--- src/rtl/shift_arbiter.sv ---
// Two-requester arbiter in front of one shared 32-bit barrel shifter.
// IDLE grants and latches operands, EXEC registers the shift result, RESP holds it until accepted.
module shift_arbiter #(
  parameter int FIXED_PRI = 0
) (
  input  logic        clk,
  input  logic        rst,
  input  logic        req0,
  input  logic        req1,
  input  logic [31:0] a0,
  input  logic [31:0] a1,
  input  logic [4:0]  b0,
  input  logic [4:0]  b1,
  input  logic [1:0]  aluc0,
  input  logic [1:0]  aluc1,
  output logic        ack0,
  output logic        ack1,
  output logic [31:0] res,
  output logic        res_id,
  output logic        res_valid,
  input  logic        res_ready,
  output logic        busy,
  output logic [1:0]  state_o
);

  // Handshakes: a requester holds reqN high until the one-cycle ackN, which is only
  // issued in IDLE; the result transfers on a rising edge where res_valid and res_ready
  // are both high, and res/res_id/res_valid stay stable until that edge.

  typedef enum logic [1:0] {
    IDLE = 2'd0,
    EXEC = 2'd1,
    RESP = 2'd2
  } state_e;

  state_e      state_q, state_d;
  logic [31:0] a_q, a_d;
  logic [4:0]  b_q, b_d;
  logic [1:0]  aluc_q, aluc_d;
  logic        id_q, id_d;
  logic        last_id_q, last_id_d;
  logic [31:0] res_q, res_d;
  logic        res_id_q, res_id_d;
  logic        res_valid_q, res_valid_d;

  logic        any_req;
  logic        grant_id;
  logic        ack0_c, ack1_c;
  logic [31:0] shift_out;

  // Shared barrel shifter: left shifts reuse the right-shift stages on a bit-reversed word.
  function automatic logic [31:0] rev32(input logic [31:0] x);
    logic [31:0] y;
    for (int i = 0; i < 32; i++) y[i] = x[31-i];
    return y;
  endfunction

  logic              shl;
  logic              fill;
  logic [5:0][31:0]  stage;

  assign shl      = aluc_q[0];
  assign fill     = (aluc_q == 2'b00) & a_q[31];
  assign stage[0] = shl ? rev32(a_q) : a_q;

  for (genvar k = 0; k < 5; k++) begin : g_stage
    localparam int SH = 1 << k;
    assign stage[k+1] = b_q[k] ? {{SH{fill}}, stage[k][31:SH]} : stage[k];
  end

  assign shift_out = shl ? rev32(stage[5]) : stage[5];

  // A lone requester always wins; ties go by FIXED_PRI or away from the last grant.
  always_comb begin
    any_req  = req0 | req1;
    grant_id = ~req0;
    if (req0 && req1) begin
      grant_id = (FIXED_PRI != 0) ? 1'b0 : ~last_id_q;
    end
  end

  always_comb begin
    state_d     = state_q;
    a_d         = a_q;
    b_d         = b_q;
    aluc_d      = aluc_q;
    id_d        = id_q;
    last_id_d   = last_id_q;
    res_d       = res_q;
    res_id_d    = res_id_q;
    res_valid_d = res_valid_q;
    ack0_c      = 1'b0;
    ack1_c      = 1'b0;
    case (state_q)
      IDLE: begin
        if (any_req) begin
          state_d   = EXEC;
          id_d      = grant_id;
          last_id_d = grant_id;
          a_d       = grant_id ? a1 : a0;
          b_d       = grant_id ? b1 : b0;
          aluc_d    = grant_id ? aluc1 : aluc0;
          ack0_c    = ~grant_id;
          ack1_c    = grant_id;
        end
      end
      EXEC: begin
        res_d       = shift_out;
        res_id_d    = id_q;
        res_valid_d = 1'b1;
        state_d     = RESP;
      end
      RESP: begin
        if (res_ready) begin
          res_valid_d = 1'b0;
          state_d     = IDLE;
        end
      end
      default: begin
        state_d     = IDLE;
        res_valid_d = 1'b0;
      end
    endcase
  end

  always_ff @(posedge clk or posedge rst) begin
    if (rst) begin
      state_q     <= IDLE;
      a_q         <= '0;
      b_q         <= '0;
      aluc_q      <= '0;
      id_q        <= 1'b0;
      last_id_q   <= 1'b1;
      res_q       <= '0;
      res_id_q    <= 1'b0;
      res_valid_q <= 1'b0;
    end else begin
      state_q     <= state_d;
      a_q         <= a_d;
      b_q         <= b_d;
      aluc_q      <= aluc_d;
      id_q        <= id_d;
      last_id_q   <= last_id_d;
      res_q       <= res_d;
      res_id_q    <= res_id_d;
      res_valid_q <= res_valid_d;
    end
  end

  // Acks are combinational from IDLE, so they are masked while reset is held.
  assign ack0      = ack0_c & ~rst;
  assign ack1      = ack1_c & ~rst;
  assign res       = res_q;
  assign res_id    = res_id_q;
  assign res_valid = res_valid_q;
  assign busy      = (state_q != IDLE);
  assign state_o   = state_q;

endmodule

--- config.mk ---
export PLATFORM = sky130hd
export DESIGN_NAME = shift_arbiter
export DESIGN_NICKNAME = d
export VERILOG_FILES = /design/src/rtl/shift_arbiter.sv
export SDC_FILE = /design/constraint.sdc
export NUM_CORES = 1
export LEC_CHECK = 0
export CAP_MARGIN = 5
export CORE_MARGIN = 5
export CORE_UTILIZATION = 54
export DETAILED_ROUTE_END_ITERATION = 16
export PLACE_DENSITY = 0.94
export SLEW_MARGIN = 20
export SYNTH_ARGS = -nofsm -noshare
export SYNTH_HDL_FRONTEND = slang
export SYNTH_SLANG_ARGS = --single-unit
--- constraint.sdc ---
create_clock -name clk -period 4.3 [get_ports clk]
set_input_delay 0.86 -clock clk [delete_from_list [all_inputs] [get_ports clk]]
set_output_delay 0.86 -clock clk [all_outputs]
set_load 0.005 [all_outputs]
==> results by group, run 1 <==
Die
  – IO Count: 122
  – Core Region: 11900 um2
  – DIE AREA: 14300 um2
  – DIE HEIGHT: 120 um
  – Starting density of the core: 54.6%
  – Cell Rows: 40
  – Die width: 120 um

Logic synthesis
  – Most frequent cell after synthesis: nor2_1
  – Syn_nets: 772
  – Ys async rst share: 100%
  – Post-Syn Area: 6510 um2
  – Post-Synth Simple-Gate Area: 12.8%
  – Syn avg cell area: 9.45 um2
  – Post-synthesis xor/xnor area fraction: 0.135%
  – Mapped Cells: 689
  – Largest family of logic cells by synthesized area: multiplexers
  – Sequential share of the synthesized area: 29.6%
  – Synth Area in Adders: 0%
  – Main synth FF type: dfrtp_1
  – Largest area contributor in the netlist: dfrtp_1
  – Post-synthesis register bit count: 77
  – Synth area leaders: dfrtp_1, mux2i_1, mux4_2, nor2_1, a21oi_1
  – Distinct cells, synth: 71
  – Syn. warnings: 0
  – Top-area cell type share of the netlist area: 29.2%
  – Mux cell area share after synthesis: 31.2%
  – Post-synthesis compound-gate area fraction: 20.8%
  – Post-synth EDFFs: 0
  – Post-synth top cells: nor2_1, mux2i_1, dfrtp_1

Routing
  – Routed wire length per instance: 21.8 um
  – Drt drc: 0
  – Number of vias per cell: 6.81
  – Drt pass-1 iters: 6
  – Vias: 6310
  – Final wirelength: 20200 um
  – DRT iter0 DRCs: 979
  – Final ANT Viol Nets: 0

Clock network
  – Clock buffer depth: 2
  – TritonCTS Buffers: 9
  – Clk_lat worst skew: 0.35 ns
  – CTS Root Buffer Type: clkbuf_16
  – Clock H-tree levels: 3
  – CTS clk-pin slew, worst paths: 0.06 ns
  – CTS tree: done
  – Sink Count: 77
  – CTS resizes: 0
  – Hold buffer count at CTS: 0
  – Setup bufs post-CTS: 0

Pwr
  – PwrDens: 933 nW/um2
  – Maximum vdd ir drop: 770 uV
  – Leak Pwr: 3.31 nW

Critical path
  – Critical path arrival: 2.47 ns
  – Reg2reg setup slack: 1.06 ns
  – Worst r2r src: b_q[0]
  – Worst Setup Start Kind: input port
  – Reg2reg end: res[30]
  – Crit-path cells: clkdlybuf4s50_1 -> inv_1 -> o21ai_4 -> buf_4 -> and3_1 -> clkdlybuf4s50_1
  – Worst Setup SP: req1
  – Crit path top cell by count: clkdlybuf4s50_1
  – Crit path max-delay cell type: clkdlybuf4s50_1
  – Buf+Inv Stages, Crit Path: 4
  – WP depth: 6
  – CP max FO: 11
  – Setup crit end: ack1
  – CP Capture Type: output pin
  – Top Family by Delay on Critical Path: buffers and inverters
  – CP Class: in2out
  – CP required: 3.44 ns
  – Worst R2R Path Depth: 6
  – CP max stage delay: 0.52 ns

STA
  – Maximum clock rate: 300 MHz
  – Fin. Hold Viols: 0
  – Worst relative slew slack: 36.6%
  – Tcrit/Tclk final: 77.4%
  – Unrepaired setup endpoints after global routing: false
  – Clk_skew: 0.00878 ns
  – Slew @ Worst Pin: 0.951 ns
  – Post-layout min period: 3.33 ns
  – Count of final setup violators: 0
  – Max-slew violations: 0
  – Fin Setup TNS: 0 ns

Final layout
  – Layout cells sized above 1: 14.7%
  – Nets: 858
  – Post-layout util: 67.4%
  – Layout area overhead: 23.4%
  – Final std cells w/o fill: 927
  – Diodes inserted: 0

GRT
  – Gr usage total: 28.6%
  – Maximum number of pins on one net before global-route repair: 82
  – First-pass GRT wire length: 32700 um
  – Vias in the first global route: 6120
  – Initial antenna violation count: 0
  – Grt total ovfl: 0

Placement
  – HPWL Detailed: 15000 um
  – Inst Count DP: 911
  – Gp weighted congestion: 1.05
  – IO buf count: 121

Min path
  – Worst Hold Class: reg2reg

Run status
  – Status: complete, no violations

Job
  – Max Cap Violations: 0
power by group:
part	total, mW	switching (mW)	internal (mW)	leakage, nW
registers	1.80	0.712	1.08	0.885
clock network	0.777	0.311	0.466	0.142
logic	4.92	2.56	2.36	2.28
total	7.49	3.58	3.91	3.31
worst min-delay path by stage:
stage	startpoint	cells after the start	endpoint
finish	res_valid	1	res_valid
global route	id_q	2	res_id
CTS	id_q	2	res_id
detailed placement	id_q	2	res_id
global placement	id_q	2	res_id
floorplan	id_q	2	res_id
cell type report:
class	instances	area (um2)
flip-flops and latches	77	1930
inverters	7	26.3
multi-input cells	542	4250
clock buffers	11	243
well taps	147	184
repair buffers	138	1340
fillers	918	3880
clock inverters	5	58.8
metal layers:
layer  part of all wire, %  GRT usage [%]  up-vias
met2                    48           46.6      461
met5                     0              0        -
li1                      -              -     2790
met4                   3.8           12.9        0
met3                    10           5.56       70
met1                    38           37.0     2989
flip-flops by register name, indices dropped and copies added, names as in the netlist:
register and cells:
a_q 32, aluc_q 2, b_q 5, id_q 1, last_id_q 1, res 32, res_id 1, res_valid 1
state_o 2
placed cells by master (no fill, tap or decap), types with 7 or more instances in the layout:
cell               n
nor3_1             8
mux4_2            37
clkdlybuf4s50_1  121
o21ai_0           19
o22ai_1            8
a22oi_1           11
nand2b_1           8
nand3_1            8
mux2_2            26
buf_4             17
nor2_1            90
mux2i_1           89
clkbuf_16          9
o211ai_1          14
nand2_1           50
dfrtp_1           74
a31oi_1            7
a21oi_1           63
kinds of logic after synthesis:
| kind of cell | count (synthesis) |
|---|---|
| flops | 77 |
| xor+xnor | 1 |
| simple gates | 190 |
| mux | 153 |
| buf+inv | 70 |
| compound gates | 198 |
per-stage QoR:
stage	power [mW]	setup WS (ns)	cell area, um2	hold slack, ns
after floorplan	5.11	0.600	6510	0.435
after global placement	6.41	0.992	7730	0.456
after detailed placement	6.56	0.961	7730	0.466
after CTS	7.37	0.965	8030	0.477
after global routing	7.93	0.914	8030	0.495
final	7.49	0.972	8030	0.482
Note: power is estimated with default switching activity, not from simulation.
==> run 2, diff against run 1 <==
- clock period: 4.3 -> 3.4 ns (I/O delays scaled with it)
==> results by group, run 2 (synthesized netlist as in run 1, its figures left out) <==
Placement
  – Inst Count DP: 918 (+0.77%)
  – DP Worst Slack: 0.596 ns (-0.364 ns)
  – DP Area: 7820 um2 (+1.2%)
  – HPWL Detailed: 15300 um (+2.2%)
  – Gp weighted congestion: 1.03 (-1.2%)
  – IO buf count: 121 (unchanged)

Clock network
  – CTS Root Buffer Type: clkbuf_16
  – Setup bufs post-CTS: 0 (unchanged)
  – Sink Count: 77 (unchanged)
  – Clock buffer depth: 2 (unchanged)
  – Hold buffer count at CTS: 0 (unchanged)
  – CTS resizes: 0 (unchanged)
  – CTS tree: done
  – CTS clk-pin slew, worst paths: 0.06 ns (about the same)
  – Clock H-tree levels: 3 (unchanged)
  – Clk_lat worst skew: 0.36 ns (about the same)
  – TritonCTS Buffers: 9 (unchanged)

STA
  – Count of final setup violators: 0 (unchanged)
  – Clk_skew: 0.00885 ns (+0.0000704 ns)
  – Final WS setup: 0.540 ns (-0.432 ns)
  – Tcrit/Tclk final: 84.1%
  – Post-layout min period: 2.86 ns
  – Fin. Hold Viols: 0 (unchanged)
  – Maximum clock rate: 350 MHz
  – Worst relative slew slack: 36.0% (-0.55 points)
  – Unrepaired setup endpoints after global routing: false
  – Max-slew violations: 0 (unchanged)
  – Slew @ Worst Pin: 0.960 ns (+0.00820 ns)
  – Worst hold slack: 0.479 ns (-0.00300 ns)
  – Fin Setup TNS: 0 ns (unchanged)

Routing
  – Drt pass-1 iters: 6 (unchanged)
  – Drt drc: 0 (unchanged)
  – Routed wire length per instance: 22.4 um (+2.7%)
  – Number of vias per cell: 6.86 (+0.74%)
  – DRT iter0 DRCs: 967 (-1.2%)
  – Vias: 6405 (+1.5%)
  – Final ANT Viol Nets: 0 (unchanged)
  – Final wirelength: 20900 um (+3.5%)

Run status
  – Status: complete, no violations

GRT
  – Gr usage total: 29.4% (+0.81 points)
  – Grt total ovfl: 0 (unchanged)
  – Vias in the first global route: 6159 (+0.64%)
  – Initial antenna violation count: 0 (unchanged)
  – Maximum number of pins on one net before global-route repair: 82 (unchanged)
  – First-pass GRT wire length: 33200 um (+1.6%)

Final layout
  – Final Instance Area: 8140 um2 (+1.4%)
  – Commonest non-fill, non-tap cell in the layout: clkdlybuf4s50_1
  – Fillers: 900 (-2.0%)
  – Commonest cells after routing, fill and taps aside: clkdlybuf4s50_1, nor2_1, mux2i_1, dfrtp_1, a21oi_1
  – Diodes inserted: 0 (unchanged)
  – Post-layout util: 68.3% (+0.92 points)
  – Layout area overhead: 25.1%
  – Layout cells sized above 1: 15.6% (+0.89 points)
  – Nets: 865 (+0.82%)
  – Final std cells w/o fill: 934 (+0.76%)

Critical path
  – CP Capture Type: flip-flop
  – Worst Setup Start Kind: flip-flop
  – Worst Setup SP: b_q[0]
  – Setup crit end: res[0]
  – Worst R2R Path Depth: 7 (+1)
  – CP Class: reg2reg
  – Worst r2r src: b_q[0]
  – Critical path arrival: 3.10 ns (+0.63 ns)
  – CP max FO: 37 (+26)
  – Reg2reg setup slack: 0.54 ns (-0.52 ns)
  – Reg2reg end: res[0]
  – CP required: 3.64 ns (+0.20 ns)

Pwr
  – Maximum vdd ir drop: 875 uV (+14%)
  – PwrDens: 1200 nW/um2 (+29%)
  – Leak Pwr: 3.37 nW (+2.0%)
  – Final total power: 9.79 mW (+31%)

Job
  – Max Cap Violations: 0 (unchanged)

Die
  – Core Region: 11900 um2 (unchanged)
  – IO Count: 122 (unchanged)
  – Die width: 120 um (unchanged)
  – Starting density of the core: 54.6% (unchanged)
  – DIE AREA: 14300 um2 (unchanged)
  – Cell Rows: 40 (unchanged)
  – DIE HEIGHT: 120 um (unchanged)

Min path
  – Worst Hold Class: reg2reg
## run 2: cell count changes in the layout (fill, tap and decap cells not counted)
| cell | previous run | this run |
|---|---|---|
| clkbuf_8 | 1 | 0 |
| clkinv_2 | 1 | 2 |
| clkinvlp_4 | 2 | 0 |
| clkbuf_1 | 1 | 0 |
| buf_4 | 17 | 21 |
| bufinv_16 | 1 | 2 |
| clkinv_4 | 0 | 1 |
| buf_12 | 0 | 3 |
| inv_6 | 1 | 2 |
## run 2: worst min path at each step
stage,from,end,slack [ns],depth (start not counted)
floorplan,id_q,res_id,0.43,2
global placement,id_q,res_id,0.45,2
detailed placement,id_q,res_id,0.46,2
CTS,id_q,res_id,0.48,2
global route,res_valid,res_valid,0.51,1
finish,id_q,res_id,0.48,2
## run 2: area by class of cell
class                   instances  area [um2]  share of cell area [%]
multi-input cells             542        4250                    52.2
flip-flops and latches         77        1930                    23.7
repair buffers                145        1430                    17.6
clock buffers                   9         225                    2.77
well taps                     147         184                    2.26
clock inverters                 7        96.3                    1.18
inverters                       7        26.3                   0.323
## run 2: metal layers
layer / global-route usage, % / wire (um) / part of all wire (%)
met4: 14.8 / 999 / 4.8
met5: 0 / 0 / 0
met2: 46.3 / 9820 / 47
met1: 38.5 / 7820 / 37
met3: 6.31 / 2300 / 11
## run 2: worst max-delay path, stage by stage, from the launching register on
cell,delay (ns)
dfrtp_4,0.79
buf_12,0.23
mux2_2,0.36
mux4_2,0.49
mux2_2,0.31
nand2_1,0.07
a31oi_1,0.12
a221o_1,0.34
## run 2: power by group
part | switching, mW | internal [mW] | leakage, nW | total, mW
Sequential | 0.790 | 1.37 | 0.885 | 2.16
Clock | 0.405 | 0.646 | 0.160 | 1.05
Combinational | 3.50 | 3.08 | 2.33 | 6.58
==> run 3, diff against run 2 <==
- CORE_UTILIZATION: 54 -> 49
- PLACE_DENSITY: 0.94 -> 0.91
- clock period: 3.4 -> 2.49 ns (I/O delays scaled with it)
==> results by group, run 3 (synthesized netlist as in run 1, its figures left out) <==
Run status
  – Status: finished with violations
  – Violated checks: setup timing

Routing
  – Drt drc: 0 (unchanged)
  – Final ANT Viol Nets: 0 (unchanged)
  – Number of vias per cell: 6.68 (-2.6%)
  – Routed wire length per instance: 23.3 um (+3.9%)
  – Drt pass-1 iters: 6 (unchanged)
  – Vias: 6797 (+6.1%)
  – DRT iter0 DRCs: 802 (-17%)
  – Final wirelength: 23700 um (+13%)

Critical path
  – Crit-path cells: buf_6 -> clkbuf_16 -> buf_4 -> nor2b_1 -> a211oi_1 -> a211o_1 -> mux2i_1 -> o211ai_1 -> a311oi_1
  – CP max FO: 9 (-76%)
  – Worst Setup Start Kind: flip-flop
  – CP max stage delay: 0.58 ns (-0.21 ns)
  – Worst r2r src: b_q[0]
  – Crit path max-delay cell type: dfrtp_4
  – CP Class: reg2reg
  – CP Capture Type: flip-flop
  – Worst R2R Path Depth: 9 (+2)
  – Reg2reg setup slack: -0.08 ns (-0.62 ns)
  – CP required: 2.74 ns (-0.90 ns)
  – Critical path arrival: 2.82 ns (-0.28 ns)
  – Reg2reg end: res[12]

Clock network
  – Hold buffer count at CTS: 0 (unchanged)
  – Clk_lat worst skew: 0.36 ns (about the same)
  – Clock H-tree levels: 3 (unchanged)
  – Clock buffer depth: 2 (unchanged)
  – CTS Root Buffer Type: clkbuf_16
  – CTS tree: done
  – Sink Count: 77 (unchanged)
  – CTS clk-pin slew, worst paths: 0.07 ns (about the same)
  – TritonCTS Buffers: 9 (unchanged)

STA
  – Maximum clock rate: 389 MHz (+11%)
  – Clk_skew: 0.0107 ns (+0.00189 ns)
  – Unrepaired setup endpoints after global routing: true
  – Worst relative slew slack: 49.9% (+14 points)
  – Worst hold slack: 0.484 ns (+0.00477 ns)
  – Fin Setup TNS: -0.682 ns (-0.682 ns)
  – Max-slew violations: 0 (unchanged)
  – Post-layout min period: 2.57 ns (-0.290 ns)
  – Slew @ Worst Pin: 0.752 ns (-0.207 ns)
  – Fin. Hold Viols: 0 (unchanged)
  – Final WS setup: -0.0801 ns (-0.620 ns)
  – Count of final setup violators: 20 (+20)
  – Tcrit/Tclk final: 103% (+19 points)

Final layout
  – Commonest cells after routing, fill and taps aside: clkdlybuf4s50_1, nor2_1, mux2i_1, dfrtp_1, buf_4
  – Post-layout util: 68.4% (+0.088 points)
  – Layout cells sized above 1: 25.5% (+9.9 points)
  – Diodes inserted: 0 (unchanged)
  – Layout area overhead: 38.1%
  – Commonest non-fill, non-tap cell in the layout: clkdlybuf4s50_1
  – Nets: 920 (+6.4%)
  – Fillers: 1016 (+13%)
  – Final std cells w/o fill: 1018 (+9.0%)

GRT
  – Initial antenna violation count: 0 (unchanged)
  – Vias in the first global route: 6463 (+4.9%)
  – M1 GR Usage: 35.5% (-2.9 points)
  – First-pass GRT wire length: 34900 um (+5.2%)
  – Maximum number of pins on one net before global-route repair: 82 (unchanged)
  – Routing usage on met2: 45.1% (-1.2 points)
  – Grt total ovfl: 0 (unchanged)
  – Top Usage Layer GRT: met2
  – M3 GR Usage: 6.57% (+0.25 points)
  – Gr usage total: 27.8% (-1.7 points)

Die
  – DIE HEIGHT: 125 um (+4.6%)
  – IO Count: 122 (unchanged)
  – Starting density of the core: 49.5% (-5.1 points)
  – Core Region: 13100 um2 (+10%)
  – Die width: 125 um (+4.6%)
  – Cell Rows: 42 (+5.0%)
  – DIE AREA: 15700 um2 (+9.3%)

Pwr
  – Final total power: 15.5 mW (+58%)
  – Maximum vdd ir drop: 857 uV (-2.0%)
  – Leak Pwr: 3.74 nW (+11%)
  – PwrDens: 1720 nW/um2 (+43%)

Job
  – Max Cap Violations: 0 (unchanged)

Placement
  – Inst Count DP: 991 (+8.0%)
  – Gp weighted congestion: 1.04 (+0.39%)
  – HPWL Detailed: 16700 um (+8.9%)
  – IO buf count: 121 (unchanged)

Min path
  – Hold endpoint: res_valid
  – Worst Hold Class: reg2reg
  – Hold wc startpoint: res_valid
  – Worst Hold Depth: 1 (-1)
[run 3: cell types whose count changed in the layout (fill, tap and decap cells not counted), sizes merged]
cell	before	now
buf	24	75
clkbuf	9	15
clkinvlp	0	5
inv	9	6
bufinv	2	0
clkinv	3	1
[run 3: metal layers]
| layer | vias up | part of all wire, % |
|---|---|---|
| met5 | - | 0 |
| met4 | 0 | 5.3 |
| met3 | 111 | 9.5 |
| met2 | 520 | 47 |
| met1 | 3241 | 38 |
| li1 | 2925 | - |
[run 3: area by class of cell]
| class | instances | area (um2) | area share (%) |
|---|---|---|---|
| Clock inverter | 5 | 38.8 | 0.431 |
| Sequential cell | 77 | 1930 | 21.5 |
| Multi-Input combinational cell | 542 | 4570 | 50.8 |
| Inverter | 7 | 30.0 | 0.334 |
| Clock buffer | 11 | 233 | 2.59 |
| Timing Repair Buffer | 200 | 1970 | 21.9 |
| Tap cell | 176 | 220 | 2.45 |
[run 3: critical path, delay by kind of cell (launching register included)]
| kind | cells | cell delay (ns) |
|---|---|---|
| muxes | 1 | 0.37 |
| DFF | 1 | 0.58 |
| and+or+nand+nor | 1 | 0.13 |
| AOI/OAI and AO/OA | 4 | 0.92 |
| buffers and inverters | 3 | 0.47 |
[run 3: metrics by stage]
| stage | instance area, um2 | worst slack, ns |
|---|---|---|
| final | 8990 | -0.0801 |
| after global routing | 8990 | -0.135 |
| after CTS | 8520 | -0.0351 |
| after detailed placement | 8200 | -0.0937 |
| after global placement | 8200 | -0.0821 |
| after floorplan | 6510 | 0.00896 |
[run 3: how the worst max path moves through the flow]
stage	cells past startpoint	startpoint	slack (ns)	to
floorplan	2	rst	0.009	ack1
global placement	8	b_q[0]	-0.08	res[22]
detailed placement	8	b_q[0]	-0.09	res[22]
CTS	7	b_q[0]	-0.04	res[0]
global route	7	b_q[0]	-0.13	res[9]
finish	9	b_q[0]	-0.08	res[12]
[run 3: what timing repair did]
item                                    CTS  global route
resized for setup                        10            67
pin swaps                                 0            17
cloned                                    0             5
buffers inserted                          2             6
endpoints found under the setup margin    8            28
[run 3: power breakdown]
group | internal, mW | switching, mW
Clock | 0.677 | 0.550
Combinational | 5.56 | 5.81
Sequential | 1.88 | 0.988
Total | 8.11 | 7.34
